$ cat src/rtl/oam_dma_controller.sv
// Sprite (OAM) DMA engine: a CPU write to $4014 stalls the CPU and copies one 256-byte
// page to OAMDATA as alternating read/write bus cycles.
module oam_dma_controller #(
    parameter logic [15:0] DMA_REG_ADDR = 16'h4014,
    parameter logic [15:0] OAMDATA_ADDR = 16'h2004
) (
    input  logic        i_clk,
    input  logic        i_reset_n,
    input  logic        i_clk_en,
    input  logic [15:0] i_address_cpu,
    input  logic        i_rw_cpu,
    input  logic [7:0]  i_data_cpu,
    input  logic [7:0]  i_data_bus,
    output logic        o_cpu_ce,
    output logic        o_dma_active,
    output logic [15:0] o_address,
    output logic        o_rw,
    output logic [7:0]  o_data,
    output logic [7:0]  o_debug_index
);

    typedef enum logic [2:0] {
        StIdle,
        StHalt,
        StAlign,
        StRead,
        StWrite
    } state_t;

    state_t     r_state;
    logic [7:0] r_page;
    logic [7:0] r_index;
    logic [7:0] r_byte;
    logic       r_odd;
    logic       w_trigger;

    assign w_trigger = (i_rw_cpu == 1'b0) && (i_address_cpu == DMA_REG_ADDR);

    always_ff @(posedge i_clk or negedge i_reset_n) begin
        if (!i_reset_n) begin
            r_state <= StIdle;
            r_page  <= 8'h00;
            r_index <= 8'h00;
            r_byte  <= 8'h00;
            r_odd   <= 1'b0;
        end else if (i_clk_en) begin
            r_odd <= ~r_odd;
            case (r_state)
                StIdle: begin
                    if (w_trigger) begin
                        r_page  <= i_data_cpu;
                        r_index <= 8'h00;
                        r_state <= StHalt;
                    end
                end
                // Reads must land on even cycles; an odd next cycle needs one extra dummy.
                StHalt:  r_state <= r_odd ? StRead : StAlign;
                StAlign: r_state <= StRead;
                StRead: begin
                    r_byte  <= i_data_bus;
                    r_state <= StWrite;
                end
                StWrite: begin
                    r_index <= r_index + 8'h01;
                    r_state <= (r_index == 8'hFF) ? StIdle : StRead;
                end
                default: r_state <= StIdle;
            endcase
        end
    end

    always_comb begin
        o_dma_active = 1'b0;
        o_address    = 16'h0000;
        o_rw         = 1'b1;
        o_data       = r_byte;
        case (r_state)
            StHalt, StAlign: begin
                o_dma_active = 1'b1;
                o_address    = DMA_REG_ADDR;
            end
            StRead: begin
                o_dma_active = 1'b1;
                o_address    = {r_page, r_index};
            end
            StWrite: begin
                o_dma_active = 1'b1;
                o_address    = OAMDATA_ADDR;
                o_rw         = 1'b0;
            end
            default: ;
        endcase
    end

    assign o_cpu_ce      = i_clk_en & ~o_dma_active;
    assign o_debug_index = r_index;

endmodule

$ cat config.mk
export PLATFORM = sky130hd
export DESIGN_NAME = oam_dma_controller
export DESIGN_NICKNAME = d
export VERILOG_FILES = /design/src/rtl/oam_dma_controller.sv
export SDC_FILE = /design/constraint.sdc
export NUM_CORES = 1
export LEC_CHECK = 0
export BUFFER_PORTS_ARGS = -buffer_cell sky130_fd_sc_hd__buf_4
export CAP_MARGIN = 20
export CORE_ASPECT_RATIO = 0.5
export CORE_MARGIN = 1
export CORE_UTILIZATION = 41
export DETAILED_ROUTE_END_ITERATION = 6
export PLACE_DENSITY_LB_ADDON = 0.12
export SYNTH_ARGS = -nofsm -noshare
export SYNTH_HDL_FRONTEND = slang
export SYNTH_SLANG_ARGS = --single-unit
$ cat constraint.sdc
create_clock -name i_clk -period 1.6 [get_ports i_clk]
set_clock_uncertainty 0.05 [all_clocks]
set_input_delay 0 -clock i_clk [delete_from_list [all_inputs] [get_ports i_clk]]
set_output_delay 0 -clock i_clk [all_outputs]
set_load 0.05 [all_outputs]
## Word-level counts from Yosys, hierarchy flattened

Cells that the tools add are included.

| storage, ports and cells | value |
|---|---|
| register bits | 28 |
| input port bits | 36 |
| output and inout bits | 35 |
| logic and storage cells | 35 |

| operators by class | value |
|---|---|
| $add $sub $neg | 1 |
| eq/ne operators | 7 |
| multiplexer cells | 9 |
| bitwise operators | 4 |
| reduce and logical (&&, ||, !) cells | 9 |

Operators by type and width:

| operator | count |
|---|---|
| one-hot mux 16 bit (3 select lines) | 1 |
| == test 16 x 15 -> 1 bit (second input constant) | 1 |
| one-hot mux 8 bit (2 select lines) | 1 |
| one-hot mux 3 bit (5 select lines) | 1 |
| adder 8 x 1 -> 8 bit (second input constant) | 1 |
| == test 8 bit (second input constant) | 1 |
| two-way mux 8 bit | 1 |
| == test 3 x 2 -> 1 bit (second input constant) | 2 |
| AND reduction 3 bit | 2 |
| AND reduction 2 bit | 2 |
| OR reduction 4 bit | 1 |
| == test 3 x 1 -> 1 bit (second input constant) | 1 |
| == test 3 bit (second input constant) | 1 |
| logical NOT 3 bit | 1 |
| two-way mux 1 bit | 3 |
| two-way mux 3 bit | 1 |
| inverter 1 bit | 3 |
| two-way mux 2 bit | 1 |
| != test 2 bit (second input constant) | 1 |
| nonzero test 2 bit | 1 |
| OR reduction 2 bit | 1 |
| bitwise AND 1 bit | 1 |
| logical AND 1 bit | 1 |

## Logic depth before layout (Yosys ltp)

Gate-level depths: netlist of the first run.

| depth | value |
|---|---|
| depth after elaboration | 5 |
| gate-level depth with buffers | 6 |
| gate-level depth less buffers | 5 |

## Least setup slack after synthesis of the first run

No wires, ideal clock.

| timing path | value |
|---|---|
| path kind | reg2out |
| start point | register r_state[2] |
| end point | output port o_cpu_ce |
| data arrival time | 2111 ps |
| required time | 1550 ps |
| path slack | -561 ps |
| stages on the path, launching flop included | 5 |
| path buffers | 2 |
| cell sequence | dfrtp_1 -> clkbuf_1 -> clkbuf_1 -> xnor2_1 -> nor2_1 |

| on the way | value |
|---|---|
| cells in the longest elaborated chain, start to end | 5 |
| elaborated cells on any way between the ends | 8 |
| classes of those cells | eq/ne: 4; mux: 1; bitwise: 2; reduce/logical: 1 |

Ends and longest elaborated chain:

| item | RTL line | RTL |
|---|---|---|
| start, declared | 30 | `state_t r_state;` |
| start signal, assigned | 41 | `r_state <= StIdle;` |
| start signal, assigned | 53 | `r_state <= StHalt;` |
| start signal, assigned | 57 | `StHalt: r_state <= r_odd ? StRead : StAlign;` |
| == test 3 bit (tied with other cells) | 77 | `case (r_state)` |
| OR reduction 4 bit (no source line) (*) | n/a |  |
| two-way mux 1 bit (*) | 77 |  |
| named net o_dma_active | 15 | `output logic o_dma_active,` |
| inverter 1 bit (*) | 95 | `assign o_cpu_ce = i_clk_en & ~o_dma_active;` |
| bitwise AND 1 bit (*) | 95 |  |
| end, declared | 14 | `output logic o_cpu_ce,` |

The timed path passes the listed nets; every way through them passes the cells marked *.

## Final worst setup path of the first run

| timing path | value |
|---|---|
| start point | register r_state[1] |
| end point | register r_index[6] (netlist: o_debug_index[6]) |

| on the way | value |
|---|---|
| cells in the longest elaborated chain, start to end | 3 |
| elaborated cells on any way between the ends | 6 |
| classes of those cells | eq/ne: 2; mux: 1; reduce/logical: 3 |

Ends and longest elaborated chain:

| item | RTL line | RTL |
|---|---|---|
| == test 3 bit or logical NOT 3 bit (tied branches) | 48 | `case (r_state)` |
| nonzero test 2 bit (no source line) or != test 2 bit (tied branches) | n/a |  |
| AND reduction 3 bit (no source line) | n/a |  |
| end signal, assigned | 64 | `r_index <= r_index + 8'h01;` |
| end, declared | 32 | `logic [7:0] r_index;` |

Parallel ways exist; a longest one is shown, timed or not.
A chain may end at the register's enable or synchronous reset.

==> results of run 1 <==
==> per-layer routing <==
layer / global-route usage, % / vias up / share of wire [%]
li1: - / 735 / -
met1: 29.4 / 737 / 43
met2: 38.4 / 72 / 48
met3: 6.95 / 2 / 8.4
met4: 2.30 / 0 / 0.38
met5: 0 / - / 0
==> timing repair <==
| action | 4_1_cts | 5_1_grt |
|---|---|---|
| buffers inserted | 0 | 3 |
| gates resized for setup | 0 | 10 |
| endpoints found under the hold margin | 47 | 0 |
| endpoints found under the setup margin | 0 | 23 |
| hold buffers | 20 | 0 |
==> state kept, by name, summed over array words and instances, names as in the netlist <==
signal	flops
r_page	8
o_debug_index	8
r_odd	1
r_state	3
o_data	8
==> tightest hold or removal path, cell delays in order <==
cell,delay [ns]
sky130_fd_sc_hd__buf_4,0.14
sky130_fd_sc_hd__inv_1,0.13
sky130_fd_sc_hd__o31ai_2,0.09
==> where the power goes <==
| part | total, uW | internal, uW | switching [uW] |
|---|---|---|---|
| Clock | 560 | 335 | 225 |
| Combinational | 2560 | 930 | 1630 |
| Sequential | 1130 | 919 | 208 |
| Total | 4240 | 2180 | 2060 |
==> kinds of logic after synthesis <==
kind of cell             count (synthesis)  share of synthesized area [%]
AND/OR/NAND/NOR                         60                           22.6
AO/OA/AOI/OAI                           28                           11.8
flip-flops                              28                           46.4
multiplexers                            19                           14.1
buffers and inverters                   11                           3.07
XOR/XNOR                                 2                           1.16
adder cells (fa/ha/maj)                  1                          0.829
==> cell usage after synthesis (all sizes together), types with 3 or more instances <==
library cell | n | share of area [%]
a21oi | 5 | 1.7
and2 | 13 | 5.4
clkbuf | 5 | 1.2
dfrtp | 28 | 46
inv | 4 | 0.99
mux2 | 18 | 13
nand2 | 15 | 3.7
nand3 | 3 | 0.99
nor2 | 10 | 2.8
nor3 | 4 | 1.3
o211ai | 3 | 1.5
o21ai | 8 | 2.7
o31ai | 3 | 1.5
==> final timing paths <==
| check | cells after the start | endpoint | startpoint | slack, ns |
|---|---|---|---|---|
| max | 5 | o_debug_index[6] | r_state[1] | 0.04 |
| min | 3 | r_state[1] | i_clk_en | 0.08 |
| max reg2reg | 5 | o_debug_index[6] | r_state[1] | 0.04 |
| min reg2reg | 1 | r_odd | r_odd | 0.44 |
| max in group asynchronous | 2 | o_debug_index[3] | i_reset_n | 1.07 |
| min in group asynchronous | 2 | o_debug_index[1] | i_reset_n | 0.14 |
==> final cells by class <==
type | count | area, um^2 | area share (%)
multi-input cells | 110 | 841 | 33.2
repair buffers | 104 | 832 | 32.9
flip-flops and latches | 28 | 707 | 27.9
well taps | 51 | 63.8 | 2.52
clock buffers | 3 | 41.3 | 1.63
inverters | 4 | 15.0 | 0.593
clock inverters | 1 | 30.0 | 1.19
==> metrics by stage <==
stage                     TNS [ns]  hold slack [ns]
after global placement           0           -0.107
final                            0           0.0764
after floorplan              -1.12           -0.346
after detailed placement         0           -0.108
after CTS                        0           0.0770
after global routing        -0.112           0.0859
==> results.md, run 1 <==
Placement:
- During placement, the flow inserted port buffers numbering 70.
- The congestion estimate from routability-driven global placement came to 0.797.
- The sum of net half-perimeters after detailed placement is 2920 um.
- Timing analysis after detailed placement gives a worst setup slack of 0.0433 ns.
- The number of cells in the design after placement is 273.
- The standard cell area after detailed placement is 2200 um^2.

Clocking:
- In this run the number of H-tree levels came out at 1.
- The total CTS buffers is 3.
- The clock net in this run drives a total of 28 sinks.
- The clock tree root buffer cell is sky130_fd_sc_hd__clkbuf_8.
- The clock latency of the later-clocked register in the worst-skew pair is 0.28 ns.
- The register clock-pin slew on the reported worst setup and hold paths is 0.09 ns.
- The clock tree from TritonCTS is yes.
- The longest clock path from root to sink contains 2 buffers.

GRT:
- The first global-routing pass estimated 6530 um of wire.
- For this run the aggregate overflow at the end of global routing stands at 0.
- The via count of the first global-routing pass is 1379.
- Entering global routing, the biggest net connects 29 pins.
- The initial antenna violation count is 0.
- The global-route total usage across every layer is 22.4%.

Floorplan:
- The total core area is 3470 um^2.
- The x dimension of the die is 87.8 um.
- The die footprint is 3940 um^2.
- 71 I/O pins were placed.
- The cell row count is 15.
- The effective utilization at floorplan is 43.5%.
- The floorplan die height is 44.9 um.

Final layout:
- The repair_antennas step left the layout with diodes totalling 0.
- Cells fill 72.9% of the core in the end.
- After filler insertion, the fill cell instance count of the layout stands at 267.
- The final standard cell area without fillers is 2530 um^2.
- The final layout contains 288 nets.
- The final cell count without fillers is 301.
- The area growth from synthesis to layout is 67.7%.
- The library cells used most frequently in the layout, excluding fill and tap cells, are sky130_fd_sc_hd__buf_4, sky130_fd_sc_hd__dfrtp_1, sky130_fd_sc_hd__dlygate4sd3_1, sky130_fd_sc_hd__mux2_2, sky130_fd_sc_hd__nand2_1.
- The share of post-route cells with drive strength above 1 is 51.2%.
- The leading cell type in the layout, fill and taps excluded is sky130_fd_sc_hd__buf_4.

Synth:
- The register area share after synthesis is 46.4%.
- The net count after synthesis is 186.
- The number of synthesis warnings is 0.
- Synthesis instantiated 41 different standard cells from the library.
- Counting flops and latches in the post-synthesis netlist gives 28.
- The fraction of registers with async set/reset is 100%.
- In this run the mean area of a mapped cell was 10.1 um^2.
- The count of flip-flops with a built-in enable after synthesis is 0.
- Counting every instance in the synthesized netlist gives 149.
- The most used flip-flop cell after synthesis is sky130_fd_sc_hd__dfrtp_1.
- In this run the cell area of the synthesized design comes to 1510 um^2.

Worst setup path:
- Among cell families on the critical path, the largest total delay comes from compound AO/OA/AOI/OAI gates.
- The worst setup path is of the flop to flop kind.
- For this design, the slowest cell found on the critical path is sky130_fd_sc_hd__dfrtp_1.
- The data arrival time of the critical path is 1.71 ns.
- The critical path required time is 1.75 ns.
- Along the worst path, the maximum fanout reaches 10.
- STA classifies the critical path startpoint as a flop.
- The element type at the critical path end is a flop.
- The largest single stage delay on the critical path is 0.40 ns.
- Together, buffers and inverters on the worst path number 2.
- Among the stages of the critical path, the cell type that occurs most often is sky130_fd_sc_hd__buf_4.
- Walking the worst path, the cells encountered are buf_4 -> nand4bb_1 -> buf_4 -> o41ai_2 -> o21bai_1.

Drt:
- After detailed routing, the number of remaining DRC violations is 0.
- The wire length per cell is 14.7 um.
- After detailed routing, the total wire length is 4430 um.
- The first detailed-routing pass ran for 4 iterations.
- The detailed-route via count is 1546.
- The number of DRC violations after detailed-routing iteration 0 is 176.
- The detail route stage leaves a number of antenna-violating nets equal to 0.
- In the routed layout, each cell is associated on average with a via count of 5.14.

Hold path:
- The path class of the tightest hold or removal check is input port to flop.

Timing:
- In the post-route analysis, the smallest setup slack over all paths is 0.0371 ns.
- The worst max-slew margin expressed relative to the limit is 70.3%.
- In the finished design, the share of the clock period the worst path needs comes to 97.7%.
- For this run, the top clock speed supported by timing is 0.640 GHz.
- The number of max-slew violations in the final report is 0.
- The final count of negative-setup-slack endpoints is 0.
- The hold violation count in the final report is 0.
- The transition time at the pin with the least slew margin is 0.445 ns.
- Setup repair after global routing could not meet its margin everywhere.
- For the finished layout, the period the worst path requires is 1.56 ns.

Outcome:
- The run finished with clean final reports.

Job:
- Across the run, the number of max-cap violations was 0.

Power:
- Power spread over the standard cell area amounts to 1680 nW/um^2.
- Across the VDD grid, the largest voltage drop is 0.000956 V.
- Summed over all cells, the static leakage comes to 0.00120 uW.
- The design draws 4240 uW.
(Power assumes the default switching activity.)
==> run 2: changes to the inputs <==
Settings changed: REMOVE_ABC_BUFFERS from default to 1.
==> run 2 against run 1 <==
Sequential share of layout area increased by 0.18 points; critical path depth is the same; count of clock-buffer cells in the layout unchanged; global-route usage shrank 2.5 points; setup slack improved by 0.030 ns; design area fell by 1.3%; non-clock buffer count increased by 3; critical endpoint is now o_cpu_ce.
==> results.md, run 2 (synthesized netlist as in run 1, its figures left out) <==
Drt:
- After detailed routing, the number of remaining DRC violations is 0.
- Wires add up to 3770 um.
- The wire length per cell is 12.4 um.
- The routed layout has 1500 vias.
- The detail-routed via count per cell is 4.93.
- After the first detailed-routing iteration, the DRC count stood at 38.
- The length of the first detailed-routing pass in iterations is 4.
- The count of nets left with antenna violations once routing finished came out at 0.

Hold path:
- The tightest min-delay check is of the input port to flop type.
- The startpoint identified for the worst hold timing path is i_clk_en.

Floorplan:
- The die is 87.8 um wide.
- The die footprint is 3940 um^2.
- For this configuration, the core starts out at a cell density of 43.5%.
- Measured along the y axis, the die boundary spans 44.9 um.
- The total core area is 3470 um^2.
- The cell row count is 15.
- The I/O pin count is 71.

Final layout:
- The count of cells in the finished layout, fillers not included, comes to 304.
- The final layout contains 291 nets.
- The leading cell type in the layout, fill and taps excluded is sky130_fd_sc_hd__buf_4.
- The filler cell count is 257.
- The top cell types in the final layout, fill and taps aside, are sky130_fd_sc_hd__buf_4, sky130_fd_sc_hd__dfrtp_1, sky130_fd_sc_hd__dlygate4sd3_1, sky130_fd_sc_hd__mux2_2, sky130_fd_sc_hd__nand2_1.
- The repair_antennas step left the layout with diodes totalling 0.
- The share of post-route cells with drive strength above 1 is 48.2%.
- The final standard cell area without fillers is 2500 um^2.
- The area growth from synthesis to layout is 65.4%.

Timing:
- The hold violation count in the final report is 0.
- The final count of negative-setup-slack endpoints is 0.
- The number of max-slew violations in the final report came to 0.
- After layout, the worst path uses 95.8% of the clock period.
- Setup repair after global routing could not meet its margin everywhere.
- For this run, the top clock speed supported by timing is 0.652 GHz.
- At the pin with the least slew margin, the transition time is 0.362 ns.
- The aggregate negative setup slack is 0 ns.
- The worst max-slew margin expressed relative to the limit is 75.8%.
- Subtracting the final worst setup slack from the clock period gives 1.53 ns.
- The worst hold slack is 0.0591 ns.

Placement:
- The count of buffers inserted at the top-level ports is 70.
- Detailed placement ended at an HPWL of 2750 um.
- After detailed placement, the total cell area comes to 2190 um^2.
- The number of cells in the design after placement is 280.
- Routability-driven placement finished with a final weighted congestion of 0.872.

Worst setup path:
- STA classifies the critical path endpoint as an output pin.
- The critical path's largest stage delay is 0.43 ns.
- The critical path starts at r_state[1].
- The slowest stage of the critical path is the sky130_fd_sc_hd__dfrtp_1 cell.
- The critical path launch point type is a flop.
- The critical path goes through nor2_2 -> buf_4 -> xnor2_1 -> nor2_1 -> buf_4.
- The cell occurring most often along the worst timing path is sky130_fd_sc_hd__buf_4.
- The data arrival time of the critical path is 1.48 ns.
- The worst register-to-register path begins at r_state[1].
- The critical path class is flop to output pin.
- In this run the worst path has a maximum fanout of 5.
- Data on the critical path is required at its endpoint by 1.55 ns.

Power:
- For this design the ratio of total power to cell area is 1650 nW/um^2.
- In this run the static leakage power is 0.00121 uW.
- The fraction of power spent switching nets is 47.8%.
- The clock network accounts for 13.5% of the total power.
- The internal power of the cells totals 2150 uW.
- Of the total power, registers draw 25.8%.
- For this design the total switching power over the nets is 1970 uW.
- In this run, the combinational gates consume 60.7% of the power.
- The peak supply drop is 0.000898 V.

Clocking:
- The root buffer cell chosen for the clock tree is sky130_fd_sc_hd__clkbuf_8.
- The register clock-pin slew on the reported worst setup and hold paths is 0.10 ns.
- The clock tree from TritonCTS is yes.
- The clock passes through at most 2 buffers.
- The later pin in the worst-skew pair is clocked with a latency of 0.27 ns.
- The H-tree depth is 1.
- The buffer count from post-CTS setup fixing is 0.
- For this design, the sink count on the clock tree is 28.
- The total CTS buffers is 3.

GRT:
- The via count of the first global-routing pass is 1289.
- Entering global routing, the biggest net connects 29 pins.
- The initial antenna violation count is 0.
- Summed over all layers, the global routing overflow is 0.
- The first global-routing pass estimated 5870 um of wire.
- Across every metal layer, demand over resource in global routing totals 19.9%.

Job:
- Max-cap violations in this run came to 0.

Outcome:
- The run finished with clean final reports.
-- run 2: path summary, 6_finish.rpt --
| path | endpoint | slack [ns] | cells past startpoint |
|---|---|---|---|
| setup / recovery | o_cpu_ce | 0.07 | 5 |
| hold / removal | r_state[1] | 0.06 | 3 |
| setup reg to reg | r_page[1] | 0.07 | 5 |
| hold reg to reg | r_odd | 0.43 | 1 |
| max in group asynchronous | r_state[2] | 1.10 | 2 |
| min in group asynchronous | o_debug_index[5] | 0.11 | 2 |
-- run 2: timing repair --
item,CTS,global route
resized for setup,0,10
hold buffers,20,0
hold endpoints to repair,47,0
setup endpoints to repair,0,31
-- run 2: area by class of cell --
cell class | instances | area [um^2] | area share (%)
Sequential cell | 28 | 702 | 28.1
Tap cell | 51 | 63.8 | 2.56
Timing Repair Buffer | 107 | 861 | 34.5
Multi-Input combinational cell | 110 | 783 | 31.4
Clock buffer | 3 | 41.3 | 1.65
Clock inverter | 1 | 30.0 | 1.20
Inverter | 4 | 15.0 | 0.602
-- run 2: power by group through the flow --
stage,combinational (uW),clock (uW),sequential [uW]
finish,2500,557,1060
global route,2640,596,1090
CTS,2470,563,1050
detailed placement,2420,0,1060
global placement,2400,0,1050
floorplan,961,0,1680
-- run 2: per-stage QoR --
| stage | utilization (%) | worst slack, ns | power [uW] |
|---|---|---|---|
| 6_report | 71.9 | 0.0671 | 4110 |
| 5_1_grt | 71.9 | -0.0218 | 4320 |
| 4_1_cts | 71.0 | 0.00855 | 4080 |
| 3_5_place_dp | 63.2 | 0.0701 | 3490 |
| 3_3_place_gp | 63.2 | 0.0684 | 3460 |
| 2_1_floorplan | - | -0.390 | 2640 |
-- run 2: critical path: cells and delay by family, from the launching register on --
family	cells	cell delay, ns
DFF	1	0.43
xor gates and xnor gates	1	0.14
buffers and inverters	2	0.37
and+or+nand+nor	2	0.27
-- run 2: metal layers --
layer	part of all wire [%]	track usage, %	vias up
met1	47	27.1	712
met4	0.45	3.28	0
met2	47	33.2	43
li1	-	-	743
met3	5.1	4.94	2
met5	0	0	-
==> run 3: changes to the inputs <==
Settings changed: BUFFER_PORTS_ARGS -buffer_cell sky130_fd_sc_hd__buf_4 to default, CORE_ASPECT_RATIO 0.5 to default, CORE_UTILIZATION 41 to 59, CTS_BUF_LIST from default to sky130_fd_sc_hd__clkbuf_8, DONT_BUFFER_PORTS from default to 1.
==> run 3 against run 2 <==
The flow now stops in 4_1_cts; synthesized cell count stayed put; area after synthesis stayed put.
==> results.md, run 3 <==
Outcome:
- The flow did not finish.
- The step where the flow halted is 4_1_cts.
- The first error in the log reads "[ERROR DPL-0038] Utilization greater than 100%, impossible to legalize".

Placement:
- The congestion estimate from routability-driven global placement came to 0.875.
- Timing analysis after detailed placement gives a worst setup slack of -0.0592 ns.
- Once detailed placement completed, the half-perimeter wirelength came to 3220 um.
- Summing all placed instances gives a cell area of 2010 um^2.
- The count of buffers inserted at the top-level ports is 0.

Synth:
- For this run, the leading register cell type out of synthesis is sky130_fd_sc_hd__dfrtp_1.
- In this run the cell area of the synthesized design comes to 1510 um^2.
- The commonest cells after synthesis are sky130_fd_sc_hd__dfrtp_1, sky130_fd_sc_hd__mux2_2, sky130_fd_sc_hd__nand2_1.
- Summed over all instances, the cell type with the most area after synthesis is sky130_fd_sc_hd__dfrtp_1.
- The synthesized netlist cell count is 149.
- The share of synthesized area in the top cell type comes to 46.4%.
- The synthesis-stage register bit count is 28.
- The register area share after synthesis is 46.4%.
- The most common cell in the netlist is sky130_fd_sc_hd__dfrtp_1.
- Ranked by total cell area, the synthesized netlist is headed by sky130_fd_sc_hd__dfrtp_1, sky130_fd_sc_hd__mux2_2, sky130_fd_sc_hd__and2_1.
- Counting flops with an async set or reset pin after synthesis yields a share of 100%.
- In this run, distinct cell masters in the synthesized netlist total 41.
- For this run, the number of Yosys warnings is 0.
- After synthesis, the mean cell area works out to 10.1 um^2.
- The count of flip-flops with a built-in enable after synthesis is 0.

Clocking:
- After clock tree synthesis, the flow added hold-fix buffers numbering 22.
- The H-tree depth is 1.
- After clock tree synthesis, the repair step resized 8 gates.
- In this run, CTS created clock tree buffers numbering 3.
- The clock passes through at most 2 buffers.
- CTS placed an instance of sky130_fd_sc_hd__clkbuf_8 at the clock tree root.
- In this run the post-CTS setup repair buffer count came out at 3.
- The tree built by TritonCTS fans out to 28 sinks.

Floorplan:
- For this configuration, the core starts out at a cell density of 65.1%.
- In this run the core area contains 17 standard-cell rows.
- The die is 52.6 um wide.
- The I/O pin count is 71.
- The floorplan die height is 52.6 um.
[run 3: cell counts after synthesis]
No cell type changed its count.
[run 3: through the flow]
step           std cells  setup TNS [ns]
3_5_place_dp         214         -0.0592
2_1_floorplan        142           -3.07
3_3_place_gp         214               0
[run 3: logic make-up after synthesis]
| logic type | count (synthesis) | synth area share (%) |
|---|---|---|
| AND/OR/NAND/NOR | 60 | 22.6 |
| AO/OA/AOI/OAI | 28 | 11.8 |
| flip-flops | 28 | 46.4 |
| multiplexers | 19 | 14.1 |
| buffers and inverters | 11 | 3.07 |
| XOR/XNOR | 2 | 1.16 |
| adder cells (fa/ha/maj) | 1 | 0.829 |
==> run 4: changes to the inputs <==
Settings changed: CORE_UTILIZATION 59 to 40, CTS_BUF_LIST sky130_fd_sc_hd__clkbuf_8 to default, PLACE_DENSITY_LB_ADDON 0.12 to 0.15.
Clock period 1.6 ns to 2.1 ns, I/O delays scaled along.
==> run 4 against run 3 <==
The run now ends clean.
==> results.md, run 4 (synthesized netlist as in run 1, its figures left out) <==
Final layout:
- After the last flow step, the layout net total stands at 236.
- 0 antenna diodes ended up in the layout.
- The share of post-route cells with drive strength above 1 is 30.3%.
- In the layout the commonest cells are sky130_fd_sc_hd__buf_4, sky130_fd_sc_hd__dfrtp_1, sky130_fd_sc_hd__dlygate4sd3_1, sky130_fd_sc_hd__mux2_2, sky130_fd_sc_hd__nand2_1.
- The area overhead of the layout relative to synthesis is 35.7%.
- The library cell used most frequently in the layout, excluding fill and tap cells, is sky130_fd_sc_hd__buf_4.
- For this run, the number of standard cells in the final layout without fillers is 244.

Worst setup path:
- The timing startpoint of the critical path is i_address_cpu[7].
- The family with the most delay on the worst path is simple AND/OR/NAND/NOR gates.
- The critical path required time is 2.25 ns.
- The standard cell with the maximum stage delay on the critical path is sky130_fd_sc_hd__dlygate4sd3_1.
- The critical path goes through nor4_1 -> nand4_2 -> or4b_1 -> dlygate4sd3_1 -> a31oi_1.
- In this run the number of cells on the critical path is 5.
- STA classifies the critical path startpoint as an input port.
- Measured in cells, the most critical reg-to-reg path has a length of 3.
- Counting both buffers and inverters, the worst setup path holds a total of 1.
- The element type at the critical path end is a flop.
- The critical path class is input port to flop.
- For the worst setup path, the data arrival time is 1.89 ns.
- For this run, the slowest stage of the critical path takes 0.57 ns.
- The worst register-to-register path begins at r_state[2].
- Along the worst path, the maximum fanout reaches 6.

Job:
- The number of max-cap violations is 0.

Power:
- The peak supply drop is 0.000908 V.
- The internal power of the cells totals 1320 uW.
- The part of the power in the clock network is 12.1%.
- The reported leakage power is 0.000936 uW.
- In this run switching power makes up 52.5% of total power.
- In this run, the combinational gates consume 47.5% of the power.
- Summed over all nets, the switching power comes to 1460 uW.
- Per report_power, the sequential group accounts for 40.4% of the total.
- Power spread over the standard cell area amounts to 1360 nW/um^2.

GRT:
- The total global routing overflow is 0.
- The pin count of the biggest net entering global routing is 29.
- The global-route total usage across every layer is 20.2%.
- The via count of the first global-routing pass is 1365.
- The initial antenna violation count was 0.
- The wire length of the first global-routing pass is 6370 um.

Floorplan:
- The x dimension of the die is 63.4 um.
- The floorplan die height is 63.4 um.
- The total core area is 3470 um^2.
- The initial utilization of the core area, before any placement, comes to 43.5%.
- The die covers 4020 um^2.
- The cell row count is 21.
- In this run the count of I/O pins placed on the die edge is 71.

Drt:
- In this run, the number of DRC markers left after iteration 0 of detailed routing was 65.
- In the routed layout, each cell is associated on average with a via count of 5.56.
- The length of the first detailed-routing pass in iterations is 4.
- The routed design has 3830 um of wire.
- Detailed routing inserted a total of 1357 vias.
- In this run the remaining antenna-violating nets after routing total 0.
- In the final routed layout, each cell accounts on average for 15.7 um.
- For this run, design rule violations remaining after detail routing come to 0.

Outcome:
- The run finished with clean final reports.

Timing:
- The maximum clock frequency is 0.574 GHz.
- Headroom to the max-slew limit came out at 67.9%.
- The final period utilization is 83.0%.
- The aggregate negative setup slack is 0 ns.
- Setup violations remaining at the end of the flow were counted as 0.
- The worst path in the final design needs a cycle of 1.74 ns, including I/O delays and setup.
- For the pin with the worst max-slew slack, the measured transition is 0.481 ns.
- Setup repair after global routing left no endpoint under its margin.
- The hold violation count in the final report is 0.
- The number of max-slew violations in the final report came to 0.

Placement:
- Detailed placement finished with a half-perimeter wire length of 2670 um.
- The number of cells in the design after placement is 219.
- The count of buffers inserted at the top-level ports is 0.
- The final RePlAce weighted congestion is 0.840.

Hold path:
- In this run the worst hold path is classified as input port to flop.
- The cell depth of the worst hold path is 3.
- The startpoint of the worst hold path is i_clk_en.

Clocking:
- The register clock-pin slew on the reported worst setup and hold paths is 0.09 ns.
- The longest clock path from root to sink contains 2 buffers.
- For the worst-skew pair, the clock arrives at the later sink with an insertion delay of 0.27 ns.
- The root buffer cell chosen for the clock tree is sky130_fd_sc_hd__clkbuf_8.
- The number of instances resized during post-cts repair is 0.
- The clock tree from TritonCTS is yes.
- The clock net in this run drives a total of 28 sinks.
- Clock tree synthesis inserted a total of 3 buffers.
- The buffer count from post-CTS setup fixing is 0.
- The H-tree depth is 1.
[run 4: tightest hold or removal path, cell delays in order]
cell and delay [ns]:
sky130_fd_sc_hd__and3_1 0.13, sky130_fd_sc_hd__a21oi_1 0.04, sky130_fd_sc_hd__a31oi_1 0.13
[run 4: layout make-up]
class	instances	area, um^2
multi-input cells	110	767
fillers	323	1420
repair buffers	52	453
flip-flops and latches	28	701
inverters	4	15.0
clock buffers	4	55.1
well taps	46	57.6
[run 4: power groups by stage]
stage          sequential, uW  clock, uW  combinational, uW
2_1_floorplan            1280          0                732
3_3_place_gp             1120          0               1260
3_5_place_dp             1130          0               1270
4_1_cts                  1120        348               1320
5_1_grt                  1150        362               1420
6_report                 1120        336               1320
[run 4: worst paths after layout]
check / end / slack (ns)
max: r_state[0] / 0.36
min: r_state[0] / 0.02
max reg2reg: o_debug_index[5] / 0.42
min reg2reg: r_odd / 0.43
max in group asynchronous: o_data[6] / 1.73
min in group asynchronous: o_debug_index[7] / 0.09
[run 4: stage by stage]
stage	cell area (um^2)	utilization, %	total power [uW]	worst slack (ns)	hold slack (ns)
after floorplan	1480	-	2010	0.110	-0.346
after global placement	1770	51.1	2380	0.497	-0.345
after detailed placement	1770	51.1	2410	0.479	-0.345
after CTS	2050	59.1	2790	0.341	0.00200
after global routing	2050	59.1	2920	0.240	0.0504
final	2050	59.1	2780	0.357	0.0210
[run 4: timing repair]
action	4_1_cts	5_1_grt
hold buffers	21	0
endpoints found under the hold margin	49	0
setup endpoints to repair	0	0
[run 4: metal layers]
layer / track usage [%] / vias to the layer above / part of all wire, %
met5: 0 / - / 0
met4: 7.39 / 0 / 1.7
met3: 3.62 / 8 / 5.5
met1: 24.3 / 672 / 40
met2: 35.5 / 50 / 53
li1: - / 627 / -
